### src/rtl/i2c_uart_bridge_ctrl.sv
// i2c_uart_bridge_ctrl: gates I2C write-transaction bytes into a FIFO and feeds them to a UART transmitter
module i2c_uart_bridge_ctrl #(
  parameter int DEPTH = 8,
  parameter int APPEND_TERM = 1,
  parameter logic [7:0] TERM_BYTE = 8'h0A
) (
  input  logic                     clk,
  input  logic                     reset,
  input  logic                     i2c_start,
  input  logic                     i2c_stop,
  input  logic                     i2c_addr_match,
  input  logic                     i2c_rw,
  input  logic [7:0]               i2c_byte,
  input  logic                     i2c_byte_valid,
  output logic                     rx_ready,
  input  logic                     uart_busy,
  output logic [7:0]               uart_data,
  output logic                     uart_start,
  output logic [$clog2(DEPTH):0]   fifo_level,
  output logic                     overflow,
  input  logic                     clr_overflow
);
  localparam int AW = $clog2(DEPTH);
  localparam logic [AW:0] FULL_LVL = DEPTH[AW:0];
  typedef enum logic [1:0] {IDLE, WAIT_ACK, WAIT_DONE} state_t;
  state_t state;
  logic [7:0] mem [DEPTH];
  logic [AW-1:0] wr_ptr, rd_ptr;
  logic active, got_byte, term_pend;
  logic full, empty, byte_act, byte_push, push, pop, ovf_evt, set_active;
  logic [7:0] push_data;
  always_comb begin
    full = fifo_level == FULL_LVL;
    empty = fifo_level == '0;
    byte_act = i2c_byte_valid & active;
    byte_push = byte_act & !term_pend & !full;
    push = byte_push | (term_pend & !full);
    push_data = term_pend ? TERM_BYTE : i2c_byte;
    pop = (state == IDLE) & !empty & !uart_busy;
    ovf_evt = (byte_act & (term_pend | full)) | (term_pend & full);
    set_active = i2c_addr_match & !i2c_rw & !i2c_start & !i2c_stop;
  end
  assign rx_ready = !full;
  always_ff @(posedge clk)
    if (push) mem[wr_ptr] <= push_data;
  // a pending terminator owns the write port for its cycle
  always_ff @(posedge clk) begin
    if (reset) begin
      wr_ptr <= '0;
      rd_ptr <= '0;
      fifo_level <= '0;
      overflow <= 1'b0;
      active <= 1'b0;
      got_byte <= 1'b0;
      term_pend <= 1'b0;
    end else begin
      wr_ptr <= push ? wr_ptr + 1'b1 : wr_ptr;
      rd_ptr <= pop ? rd_ptr + 1'b1 : rd_ptr;
      fifo_level <= fifo_level + {{AW{1'b0}}, push} - {{AW{1'b0}}, pop};
      overflow <= ovf_evt | (overflow & !clr_overflow);
      active <= (i2c_start | i2c_stop) ? 1'b0 : i2c_addr_match ? !i2c_rw : active;
      got_byte <= set_active ? 1'b0 : byte_push ? 1'b1 : term_pend ? 1'b0 : got_byte;
      term_pend <= (APPEND_TERM != 0) & i2c_stop & active & (got_byte | byte_push);
    end
  end
  always_ff @(posedge clk) begin
    if (reset) begin
      state <= IDLE;
      uart_start <= 1'b0;
      uart_data <= 8'h00;
    end else begin
      uart_start <= 1'b0;
      case (state)
        IDLE: if (pop) begin
          uart_data <= mem[rd_ptr];
          uart_start <= 1'b1;
          state <= WAIT_ACK;
        end
        WAIT_ACK: if (uart_busy) state <= WAIT_DONE;
        WAIT_DONE: if (!uart_busy) state <= IDLE;
        default: state <= IDLE;
      endcase
    end
  end
endmodule

### config.mk
export PLATFORM = sky130hd
export DESIGN_NAME = i2c_uart_bridge_ctrl
export DESIGN_NICKNAME = d
export VERILOG_FILES = /design/src/rtl/i2c_uart_bridge_ctrl.sv
export SDC_FILE = /design/constraint.sdc
export NUM_CORES = 1
export LEC_CHECK = 0
export ABC_AREA = 0
export BUFFER_PORTS_ARGS = -buffer_cell sky130_fd_sc_hd__buf_2
export CAP_MARGIN = 10
export CORE_MARGIN = 4
export CORE_UTILIZATION = 58
export DETAILED_ROUTE_END_ITERATION = 8
export PLACE_DENSITY = 0.78
export REMOVE_ABC_BUFFERS = 1
export SYNTH_ARGS = -nofsm -noshare
export SYNTH_HDL_FRONTEND = slang
export SYNTH_SLANG_ARGS = --single-unit
export TNS_END_PERCENT = 30
### constraint.sdc
create_clock -name clk -period 7 [get_ports clk]
set_clock_uncertainty 0.05 [all_clocks]
set_input_delay 1.4 -clock clk [delete_from_list [all_inputs] [get_ports clk]]
set_output_delay 1.4 -clock clk [all_outputs]
set_load 0.05 [all_outputs]
# Word-level counts from Yosys, hierarchy flattened
# Memory sizes are Yosys's and may differ from the RTL's. A register that Yosys moved wholly into a read port is not among the register bits.
# Index checks and enable logic that the tools add are counted.
[totals] mem_count=1 latch_bits=0 ramBits=64 ff_bits=17 rom_bits=0 in_bits=17 word_cells=67
[classes] div=0 magnitude_cmp=0 eq_ne=6 multipliers=0 muxes=10 add_sub_neg=4 bitwise_logic=21 n_shift=0 reduce_logical=16
[mem_list] name="mem" depth=8 width=8 rd=1 rd_ports_with_merged_regs=1 wr=1 line="27" rtl="logic [7:0] mem [DEPTH];"
[ops] cell="AND 1 bit" count=14
[ops] cell="logical NOT 1 bit" count=8
[ops] cell="two-way mux 8 bit" count=1
[ops] cell="adder 3 x 1 -> 3 bit (second input constant)" count=2
[ops] cell="two-way mux 2 bit" count=3
[ops] cell="!= test 2 bit (second input constant)" count=3
[ops] cell="bitwise OR 1 bit" count=6
[ops] cell="case mux 2 bit (3 select lines)" count=1
[ops] cell="OR reduction 2 bit" count=3
[ops] cell="two-way mux 1 bit" count=5
[ops] cell="adder 4 x 1 -> 4 bit" count=1
[ops] cell="== test 4 bit (second input constant)" count=1
[ops] cell="logical NOT 4 bit" count=1
[ops] cell="subtractor 4 x 1 -> 4 bit" count=1
[ops] cell="AND reduction 3 bit" count=1
[ops] cell="== test 2 x 1 -> 1 bit (second input constant)" count=1
[ops] cell="== test 2 bit (second input constant)" count=1
[ops] cell="logical NOT 2 bit" count=1
[ops] cell="AND reduction 2 bit" count=1
[ops] cell="nonzero test 2 bit" count=1
[ops] cell="NOT 1 bit" count=1

# Depth between registers and ports, before layout
[depth] ltp_word=6 ltp_mapped=13 ltp_nobuf=11

# Worst setup path after synthesis
# No wires, ideal clock.
[synth_path] path_type="input port to flip-flop" startpoint="in uart_busy" endpoint="reg fifo_level[2]" path_slack_ps=3885 arrival_time_ps=2936 setup_time_ps=129 stages=10 cell_sequence="nor3_4 > and2_4 > buf_6 > ha_1 > inv_1 > ha_1 > inv_1 > fa_1 > xor2_1 > nor2_1"
[synth_via] elab_chain_len=3
[synth_rtl] item="start, declared" line="16" rtl="input logic uart_busy,"
[synth_rtl] item="logical NOT 1 bit"
[synth_rtl] item="AND 1 bit" line="39" rtl="pop = (state == IDLE) & !empty & !uart_busy;"
[synth_rtl] item="named net pop" line="30" rtl="logic full, empty, byte_act, byte_push, push, pop, ovf_evt, set_active;"
[synth_rtl] item="subtractor 4 x 1 -> 4 bit" line="59" rtl="fifo_level <= fifo_level + {{AW{1'b0}}, push} - {{AW{1'b0}}, pop};"
[synth_rtl] item="end signal, assigned" line="59"
[synth_rtl] item="end, declared" line="19" rtl="output logic [$clog2(DEPTH):0] fifo_level,"
# The timed path passes the listed nets, and every way through them passes these cells.
# A chain may end at the register's enable or synchronous reset.

# Final worst setup path
[layout_path] startpoint="reg fifo_level[2]" endpoint="out rx_ready"
[layout_via] elab_chain_len=2
[layout_rtl] item="== test 4 bit" line="33" rtl="full = fifo_level == FULL_LVL;"
[layout_rtl] item="logical NOT 1 bit" line="43" rtl="assign rx_ready = !full;"
[layout_rtl] item="end, declared" line="15" rtl="output logic rx_ready,"
# No other way between the ends.

==> impl_metrics.py <==
metrics = {
    "run_status": {
        "status": "completed",
    },
    "power_and_ir_drop": {
        "intPower_mw": 0.983,
        "power_density_nw_per_um2": 356,
        "seq_power_share": 0.453,
        "pwr-share-clk": 0.291,
        "p_leak_nw": 1.42,
        "combPwrFrac": 0.256,
        "peakVddDrop_uv": 312,
        "p_sw_mw": 0.452,
        "swShare": 0.315,
    },
    "clocking": {
        "path_clk_slew_ns": 0.08,
        "clock_latency_ns": 0.35,
        "tritoncts.num_buffers": 9,
        "post-cts-setup-buffers": 0,
        "clock-sinks": 89,
        "cts-root-buf": "clkbuf_8",
        "htreeDepth": 3,
        "cts_tree": "done",
        "cts_hold_buffers": 0,
        "clk_path_buf_depth": 2,
        "cts_resized": 0,
    },
    "critical_path": {
        "start_kind": "flop",
        "crit_required_ns": 5.55,
        "critical_path_arrival_ns": 1.64,
        "crit_fanout": 6,
        "end_kind": "output pin",
        "slowest_delay_ns": 0.47,
        "critPathSlowestCell": "or3b_1",
        "critical_path_class": "flop to output pin",
        "crit_path_cell_trace": "inv_1 -> ha_1 -> or3b_1 -> buf_2",
    },
    "route": {
        "drt-pass1-iter-count": 5,
        "viasPerCell": 5.81,
        "routed_wl_um": 6060,
        "routedWlPerCell_um": 17.9,
        "ant_nets": 0,
        "first_iter_violations": 158,
        "drc_errors": 0,
        "num_vias": 1971,
    },
    "finish": {
        "fillers": 424,
        "drive_gt1_frac": 0.258,
        "multi_input_area_um2": 1070,
        "final_core_util": 0.676,
        "regArea_um2": 2420,
        "syn_to_final_growth_pct": 12.0,
        "diodes": 0,
        "layout.nets": 285,
    },
    "die": {
        "die_area_um2": 7520,
        "core_area_um2": 5960,
        "row_count": 28,
        "io_pins": 32,
        "die_w_um": 86.7,
        "die-height_um": 86.7,
        "start_util": 0.604,
    },
    "global_route": {
        "grt_max_degree": 26,
        "globalRouteTotalUtil": 0.184,
        "grt_pass1_vias": 1876,
        "antenna_found_initial": 0,
        "grt.overflow.total": 0,
        "grt_pass1_wl_um": 9910,
    },
    "min_path": {
        "hp-class": "flop to flop",
    },
    "job": {
        "max_cap_viol_count": 0,
    },
    "timing": {
        "relSlewSlack": 0.276,
        "worstMarginPinSlew_ns": 1.09,
        "slew_viol_final": 0,
        "setup_viol": 0,
        "finalHoldViolCount": 0,
        "fmax_ghz": 0.323,
        "tns_ns": 0,
        "rsz0062_at_grt": "no",
        "final.period_utilization": 0.442,
        "min_period_ns": 3.09,
    },
    "synthesis": {
        "ys_ff_latch": 89,
        "synthCells": 226,
        "synthDistinctLibCells": 39,
        "ys_seq_area_frac": 0.674,
        "synth.avg_cell_area_um2": 15.9,
        "synth_area_um2": 3600,
        "ys_warn_count": 0,
    },
    "placed_design": {
        "port_buffers": 31,
        "place_congestion": 0.820,
        "hpwl_um": 3760,
    },
}
## area by class of cell
type	instances	area share
Sequential cell	89	0.601
Multi-Input combinational cell	118	0.265
Timing Repair Buffer	33	0.0422
Clock buffer	9	0.0308
Clock inverter	7	0.0301
Tap cell	75	0.0233
Inverter	8	0.00746
## stage by stage
step | setup slack [ns] | hold WS, ns | instance area [um2] | std cells | power [mW]
5_1_grt | 3.81 | 0.450 | 4030 | 339 | 1.51
4_1_cts | 3.88 | 0.428 | 4030 | 339 | 1.45
3_5_place_dp | 3.66 | 0.411 | 3780 | 323 | 1.03
2_1_floorplan | 3.94 | 0.383 | 3520 | 215 | 0.946
3_3_place_gp | 3.71 | 0.409 | 3780 | 323 | 1.02
6_report | 3.91 | 0.426 | 4030 | 339 | 1.44
## synthesized netlist by cell type
library cell / instances / share of area
and2_4: 1 / 0.0024
or2_2: 3 / 0.0052
dfxtp_1: 25 / 0.14
mux2i_1: 1 / 0.0028
mux4_1: 7 / 0.051
nor4_1: 3 / 0.0052
mux4_2: 9 / 0.056
and2_1: 1 / 0.0017
a21o_1: 1 / 0.0021
nand2b_1: 3 / 0.0052
nor2b_1: 8 / 0.014
o21ai_0: 1 / 0.0014
maj3_2: 1 / 0.0031
xor2_1: 3 / 0.0073
nand3_4: 1 / 0.0049
a21oi_1: 4 / 0.0056
nor4b_1: 1 / 0.0024
nor3b_1: 1 / 0.0021
xnor2_1: 3 / 0.0073
buf_2: 4 / 0.0056
clkbuf_1: 4 / 0.0042
fa_1: 1 / 0.0056
nand3_1: 1 / 0.0014
buf_6: 2 / 0.0063
edfxtp_1: 64 / 0.53
nand3_2: 1 / 0.0028
inv_1: 8 / 0.0084
o22ai_1: 8 / 0.014
a31oi_1: 1 / 0.0017
buf_12: 1 / 0.0056
ha_1: 8 / 0.028
nand2_1: 5 / 0.0052
nor2_1: 23 / 0.024
or3b_1: 2 / 0.0049
a21oi_2: 1 / 0.0024
o21ai_2: 1 / 0.0024
o211ai_1: 2 / 0.0042
nor3_4: 1 / 0.0045
nor3_1: 11 / 0.015
## final timing paths
kind,slack (ns),from,end,cells after the start
worst min register to register,0.43,active$_SDFFE_PP0P_,term_pend$_SDFF_PP0_,2
worst min-delay path,0.43,active$_SDFFE_PP0P_,term_pend$_SDFF_PP0_,2
worst max register to register,4.42,fifo_level[2]$_SDFF_PP0_,fifo_level[2]$_SDFF_PP0_,11
worst max-delay path,3.91,fifo_level[2]$_SDFF_PP0_,rx_ready,4
## routing by layer
metal,part of all wire,vias to the layer above,GRT usage
met3,0.057,11,0.0418
met1,0.43,985,0.252
met5,0,-,0
met4,0.021,0,0.0907
met2,0.49,55,0.279
li1,-,920,-
## state kept, by name, indices dropped and copies added, names as in the netlist
| register | flops |
|---|---|
| uart_start | 1 |
| overflow | 1 |
| wr_ptr | 3 |
| fifo_level | 4 |
| uart_data | 8 |
| mem | 64 |
| rd_ptr | 3 |
| state | 2 |
| got_byte | 1 |
| term_pend | 1 |
| active | 1 |
## cells in the final DEF, fill, tap and decap left out, types with 2 or more instances in the layout
cell       instances
mux4_1             7
mux4_2             9
or3b_1             2
nand2b_1           3
dfxtp_1           25
nor2b_1            8
bufinv_16          3
buf_4              2
nor4_1             3
edfxtp_1          64
nor2_1            23
xor2_1             3
nor3_1            11
o22ai_1            8
o211ai_1           2
inv_1              8
nand2_1            5
inv_6              3
clkbuf_8           9
ha_1               8
xnor2_1            3
buf_2             31
or2_2              3
a21oi_1            4
## worst max-delay path, delay by kind of cell (launching register included)
kind | cells | cell delay [ns]
flip-flops | 1 | 0.32
buffers and inverters | 2 | 0.36
AND/OR/NAND/NOR | 1 | 0.47
adder cells (fa/ha/maj) | 1 | 0.14
## power groups by stage
stage | clock (mW) | combinational [mW] | sequential (mW)
finish | 0.417 | 0.367 | 0.650
CTS | 0.429 | 0.370 | 0.652
detailed placement | 0 | 0.367 | 0.663
global route | 0.455 | 0.400 | 0.659
floorplan | 0 | 0.196 | 0.750
global placement | 0 | 0.361 | 0.663
## cell families (layout without fill, tap and decap cells)
group,Yosys count,count (layout),synth area share
mux,17,17,0.110
compound gates,19,19,0.0338
buf+inv,19,57,0.0299
fa+ha+maj,10,10,0.0365
xor+xnor,6,6,0.0146
simple gates,66,66,0.101
flops,89,89,0.674
No activity file was read; power rests on OpenSTA's default activity.
